<file path="src/rtl/dr32e_fetch_fifo.sv">
// Instruction prefetch FIFO and RV32IC realigner that feeds the IF-ID register.
// Latency: a pushed word is presented at the output one cycle after the push.
// Backpressure: in_ready_o follows the registered count, and out_valid_o does not depend on out_ready_i.
module dr32e_fetch_fifo #(
   parameter int DEPTH = 3
) (
   input  logic                       clk_i,
   input  logic                       rst_i,
   input  logic                       clear_i,
   input  logic [31:0]                clear_addr_i,
   input  logic                       in_valid_i,
   output logic                       in_ready_o,
   input  logic [31:0]                in_rdata_i,
   input  logic                       in_err_i,
   output logic                       out_valid_o,
   input  logic                       out_ready_i,
   output logic [31:0]                out_rdata_o,
   output logic [31:0]                out_addr_o,
   output logic                       out_compressed_o,
   output logic                       out_err_o,
   output logic [$clog2(DEPTH+1)-1:0] count_o
);

   localparam int PW = (DEPTH > 1) ? $clog2(DEPTH) : 1;
   localparam int CW = $clog2(DEPTH + 1);

   logic [31:0]      mem_rdata [DEPTH];
   logic [DEPTH-1:0] mem_err;
   logic [PW-1:0]    rd_ptr;
   logic [PW-1:0]    wr_ptr;
   logic [PW-1:0]    rd_ptr_nxt;
   logic [CW-1:0]    count;
   logic [31:0]      addr;

   logic [31:0] w0;
   logic [15:0] w1_lo;
   logic        e0;
   logic        e1;
   logic        push;
   logic        pop;
   logic        fire;
   logic [31:0] addr_step;

   function automatic logic [PW-1:0] ptr_inc(input logic [PW-1:0] p);
      return (p == PW'(DEPTH - 1)) ? '0 : p + PW'(1);
   endfunction

   assign rd_ptr_nxt = ptr_inc(rd_ptr);
   assign w0         = mem_rdata[rd_ptr];
   assign w1_lo      = mem_rdata[rd_ptr_nxt][15:0];
   assign e0         = mem_err[rd_ptr];
   assign e1         = mem_err[rd_ptr_nxt];

   assign in_ready_o = (count < CW'(DEPTH));
   assign count_o    = count;
   assign out_addr_o = addr;

   // Realign head entries into one instruction; a straddle with an erroring first word is emitted without W1
   always_comb begin
      out_valid_o = 1'b0;
      out_err_o   = 1'b0;
      out_rdata_o = '0;
      if (count != '0) begin
         if (!addr[1]) begin
            out_valid_o = 1'b1;
            out_err_o   = e0;
            out_rdata_o = (w0[1:0] != 2'b11) ? {16'h0, w0[15:0]} : w0;
         end else if (w0[17:16] != 2'b11) begin
            out_valid_o = 1'b1;
            out_err_o   = e0;
            out_rdata_o = {16'h0, w0[31:16]};
         end else if (count >= CW'(2)) begin
            out_valid_o = 1'b1;
            out_err_o   = e0 | e1;
            out_rdata_o = {w1_lo, w0[31:16]};
         end else if (e0) begin
            // Upper half keeps rdata[1:0]=2'b11, so the PC still advances by 4 past the bad word
            out_valid_o = 1'b1;
            out_err_o   = 1'b1;
            out_rdata_o = {16'h0, w0[31:16]};
         end
      end
      out_compressed_o = out_valid_o && (out_rdata_o[1:0] != 2'b11);
   end

   assign fire      = out_valid_o && out_ready_i;
   assign addr_step = addr + (out_compressed_o ? 32'd2 : 32'd4);
   // The head word is finished once the new PC leaves it: any consume from the upper half, or a full word from the lower half
   assign pop       = fire && (addr[1] || !out_compressed_o);
   assign push      = in_valid_i && in_ready_o && !clear_i;

   // Pointer, count and PC bookkeeping; a flush overrides push and consume
   always_ff @(posedge clk_i or posedge rst_i) begin
      if (rst_i) begin
         rd_ptr <= '0;
         wr_ptr <= '0;
         count  <= '0;
         addr   <= '0;
      end else if (clear_i) begin
         rd_ptr <= '0;
         wr_ptr <= '0;
         count  <= '0;
         addr   <= {clear_addr_i[31:1], clear_addr_i[0] & 1'b0};
      end else begin
         if (push) wr_ptr <= ptr_inc(wr_ptr);
         if (pop)  rd_ptr <= rd_ptr_nxt;
         if (fire) addr   <= addr_step;
         case ({push, pop})
            2'b10:   count <= count + CW'(1);
            2'b01:   count <= count - CW'(1);
            default: count <= count;
         endcase
      end
   end

   // Word storage; contents are only observed while count covers them, so no reset is needed
   always_ff @(posedge clk_i) begin
      if (push) begin
         mem_rdata[wr_ptr] <= in_rdata_i;
         mem_err[wr_ptr]   <= in_err_i;
      end
   end

endmodule

</file>
<file path="config.mk">
export PLATFORM = sky130hd
export DESIGN_NAME = dr32e_fetch_fifo
export DESIGN_NICKNAME = d
export VERILOG_FILES = /design/src/rtl/dr32e_fetch_fifo.sv
export SDC_FILE = /design/constraint.sdc
export NUM_CORES = 1
export LEC_CHECK = 0
export ABC_AREA = 1
export CELL_PAD_IN_SITES_DETAIL_PLACEMENT = 2
export CELL_PAD_IN_SITES_GLOBAL_PLACEMENT = 2
export CORE_MARGIN = 2
export CORE_UTILIZATION = 32
export CTS_BUF_LIST = sky130_fd_sc_hd__clkbuf_2 sky130_fd_sc_hd__clkbuf_4 sky130_fd_sc_hd__clkbuf_8
export DETAILED_ROUTE_END_ITERATION = 10
export PLACE_DENSITY = 0.81
export SYNTH_ARGS = -nofsm -noshare
export SYNTH_HDL_FRONTEND = slang
export SYNTH_SLANG_ARGS = --single-unit
</file>
<file path="constraint.sdc">
create_clock -name clk_i -period 4.75 [get_ports clk_i]
set_input_delay 0.7125 -clock clk_i [delete_from_list [all_inputs] [get_ports clk_i]]
set_output_delay 0.7125 -clock clk_i [all_outputs]
set_load 0.05 [all_outputs]
</file>
==> out/qor.csv <==
metric,value,unit
result of the run,"finished, final reports clean",
"Gates resized, CTS repair",0,
worst hold endpoint,out_addr_o[30],
instance count of the mapped netlist,799,
wire length reported by the detailed router,25800,µm
layout net count,1006,
number of distinct library cells after synthesis,45,
row cnt,54,
Worst Hold Margin,600,ps
Clock Pin Slew Worst Setup and Hold Paths,90,ps
gpl congestion,0.827,
residual antenna-violating net count after detailed routing,0,
net count after synthesis,873,
hold path startpoint,out_addr_o[30],
kind of end point of the critical path,output port,
setup repair after global routing missed its margin,no,
antenna violations before repair,1,
Reg-to-Reg End,out_addr_o[17],
maximum fanout count along the critical path,14,
Post-CTS Hold Fix Bufs,0,
maximum ir drop on the vdd rail,0.000224,V
post-route minimum period,4010,ps
fraction of layout cells with a size suffix above 1,11.9,%
ANT cells,0,
crit share post-route,84.5,%
vias in the first global route,6926,
number of endpoints with negative hold slack in the final report,0,
wire per inst,21.1,µm
detailed placement HPWL,18600,µm
largest net degree at the start of global routing,41,
hold depth,2,
share of flip-flops with an asynchronous set or reset,27.2,%
max-slew violation count,0,
total of warnings raised by yosys,0,
Setup Viol. Count Final,0,
"EDFF count, synth",99,
worst endpoint data arrival time,3300,ps
synth-to-layout area growth,29.9,%
clock sinks,136,
"Req. time, crit path",4040,ps
static leakage power,3.66,nW
worst min-delay path category,reg -> reg,
number of port buffers,137,
Clock Tree Root,sky130_fd_sc_hd__clkbuf_8,
relative slew slack,43.9,%
final setup TNS,0,ps
synthesized cell area,0.00719,mm²
fmax,249,MHz
number of clock buffers inserted by TritonCTS,17,
worst skew pair latency,460,ps
wire length of the first global-routing pass,40200,µm
Seq cells post-synth,136,
starting utilization of the core area,32.8,%
number of H-tree levels,4,
Pre-antenna DRT Iters,4,
clock buffer depth,2,
TritonCTS clock tree,built,
Synth Flop Type,sky130_fd_sc_hd__edfxtp_1,
launch point of the worst reg-to-reg path,rd_ptr[0],
count of buffers added by post-CTS timing repair for setup,0,
number of violations reported at the end of detailed-routing iteration 0,331,
ports placed on the boundary,140,
width of the chip,154,µm
overall overflow remaining after global route,0,
ratio of total power to cell area,611,mW/mm²
layout filler cell count,2383,
vias,6449,
number of max-capacitance violations reported,0,
total routing usage reported by global routing,22.2,%
pin slew with the least headroom to its limit,840,ps
via/cell ratio,5.26,
final cell area excluding filler cells,0.00935,mm²
total power after layout,0.00571,W
DRC Markers,0,
worst setup path category,reg -> out,
Worst Setup Start Kind,flip-flop,
area after detailed placement,0.00892,mm²
worst setup slack for register-to-register paths,770,ps
overall die area,0.0237,mm²
Final Skew,15.2,ps
floorplan die height,154,µm
Core Area,0.0220,mm²
fraction of the yosys area taken by sequential cells,54.2,%
Reg2Reg Depth,16,
post-synthesis average cell area,9.00,µm²
## cell usage after synthesis, types with 5 or more instances
cell / n / share of area [%]
sky130_fd_sc_hd__inv_1: 64 / 3.3
sky130_fd_sc_hd__nor2_1: 82 / 4.3
sky130_fd_sc_hd__a211oi_1: 6 / 0.63
sky130_fd_sc_hd__nor3b_1: 5 / 0.52
sky130_fd_sc_hd__o21ai_0: 30 / 2.1
sky130_fd_sc_hd__buf_2: 8 / 0.56
sky130_fd_sc_hd__o211ai_2: 7 / 1.2
sky130_fd_sc_hd__a31oi_1: 12 / 1.0
sky130_fd_sc_hd__o21ai_1: 8 / 0.56
sky130_fd_sc_hd__o22ai_1: 13 / 1.1
sky130_fd_sc_hd__nand3_1: 23 / 1.6
sky130_fd_sc_hd__clkbuf_1: 23 / 1.2
sky130_fd_sc_hd__dfrtp_1: 37 / 13
sky130_fd_sc_hd__nand4_1: 11 / 0.96
sky130_fd_sc_hd__xor2_1: 17 / 2.1
sky130_fd_sc_hd__o221ai_1: 15 / 1.8
sky130_fd_sc_hd__nor3_1: 31 / 2.2
sky130_fd_sc_hd__a21oi_1: 40 / 2.8
sky130_fd_sc_hd__edfxtp_1: 99 / 41
sky130_fd_sc_hd__nand2_1: 216 / 11
## metal layers
metal	track usage, %	routed length [µm]	vias to the layer above
met5	0	13	-
met4	5.38	325	2
met3	3.86	950	20
met2	37.4	12700	134
met1	29.7	11800	3292
li1	-	-	3001
## area by class of cell
| class | instances | area, µm² | share of cell area (%) |
|---|---|---|---|
| clock buffers | 17 | 234 | 2.50 |
| multi-input cells | 558 | 2850 | 30.5 |
| clock inverters | 15 | 191 | 2.05 |
| repair buffers | 152 | 1570 | 16.8 |
| well taps | 280 | 350 | 3.75 |
| inverters | 67 | 251 | 2.69 |
| flip-flops and latches | 136 | 3900 | 41.7 |
## cells by family (layout without fill, tap and decap cells)
group	Yosys count	count (layout)	synth area share, %
simple gates	391	391	23.7
compound gates	142	142	12.5
flops	136	136	54.2
buf+inv	105	251	6.30
xor+xnor	20	20	2.43
fa+ha+maj	4	4	0.800
other cells	1	1	0.0521
## worst max-delay path, stage by stage (launching register included)
cell                              delay, ps
sky130_fd_sc_hd__dfrtp_1                450
sky130_fd_sc_hd__nor2_2                 580
sky130_fd_sc_hd__nand2_1                210
sky130_fd_sc_hd__nand3_2                180
sky130_fd_sc_hd__nand2_4                110
sky130_fd_sc_hd__nor4_1                 190
sky130_fd_sc_hd__o21ai_0                110
sky130_fd_sc_hd__a21oi_1                140
sky130_fd_sc_hd__clkdlybuf4s50_1        860
## stage by stage
step | setup slack [ps] | util [%] | instances
after floorplan | 576 | - | 799
after global placement | 974 | 40.6 | 1193
after detailed placement | 796 | 40.6 | 1193
after CTS | 635 | 42.6 | 1225
after global routing | 369 | 42.6 | 1225
final | 739 | 42.6 | 1225
## flip-flops by register name, indices dropped and copies added (netlist names)
register	flops
mem_rdata	96
out_addr_o	31
mem_err	3
count_o	2
rd_ptr	2
wr_ptr	2
## how the worst max path moves through the flow
stage	start	end	slack [ps]	cells past startpoint
after floorplan	count_o[1]	mem_err[2]	580	5
after global placement	rd_ptr[0]	out_addr_o[17]	970	16
after detailed placement	rd_ptr[0]	out_addr_o[17]	800	16
after CTS	rd_ptr[0]	out_rdata_o[17]	630	8
after global routing	rd_ptr[0]	out_addr_o[17]	370	16
final	rd_ptr[0]	out_rdata_o[17]	740	8
## layout by cell type (no fill, tap or decap), types with 13 or more instances in the layout
cell type                         count
sky130_fd_sc_hd__edfxtp_1            99
sky130_fd_sc_hd__nand3_1             23
sky130_fd_sc_hd__nand2_1            216
sky130_fd_sc_hd__o21ai_0             30
sky130_fd_sc_hd__o221ai_1            15
sky130_fd_sc_hd__nor2_1              80
sky130_fd_sc_hd__dfrtp_1             37
sky130_fd_sc_hd__buf_4               34
sky130_fd_sc_hd__buf_12              13
sky130_fd_sc_hd__inv_1               64
sky130_fd_sc_hd__xor2_1              17
sky130_fd_sc_hd__nor3_1              30
sky130_fd_sc_hd__clkbuf_8            17
sky130_fd_sc_hd__clkdlybuf4s50_1    105
sky130_fd_sc_hd__a21oi_1             40
sky130_fd_sc_hd__o22ai_1             13
## where the power goes
group | internal, W | total [W] | leakage [nW] | switching, W
clock | 0.000411 | 0.00100 | 0.213 | 0.000594
combinational | 0.000934 | 0.00315 | 2.10 | 0.00221
sequential | 0.00142 | 0.00156 | 1.35 | 0.000146
Note: power is estimated with default switching activity, not from simulation.
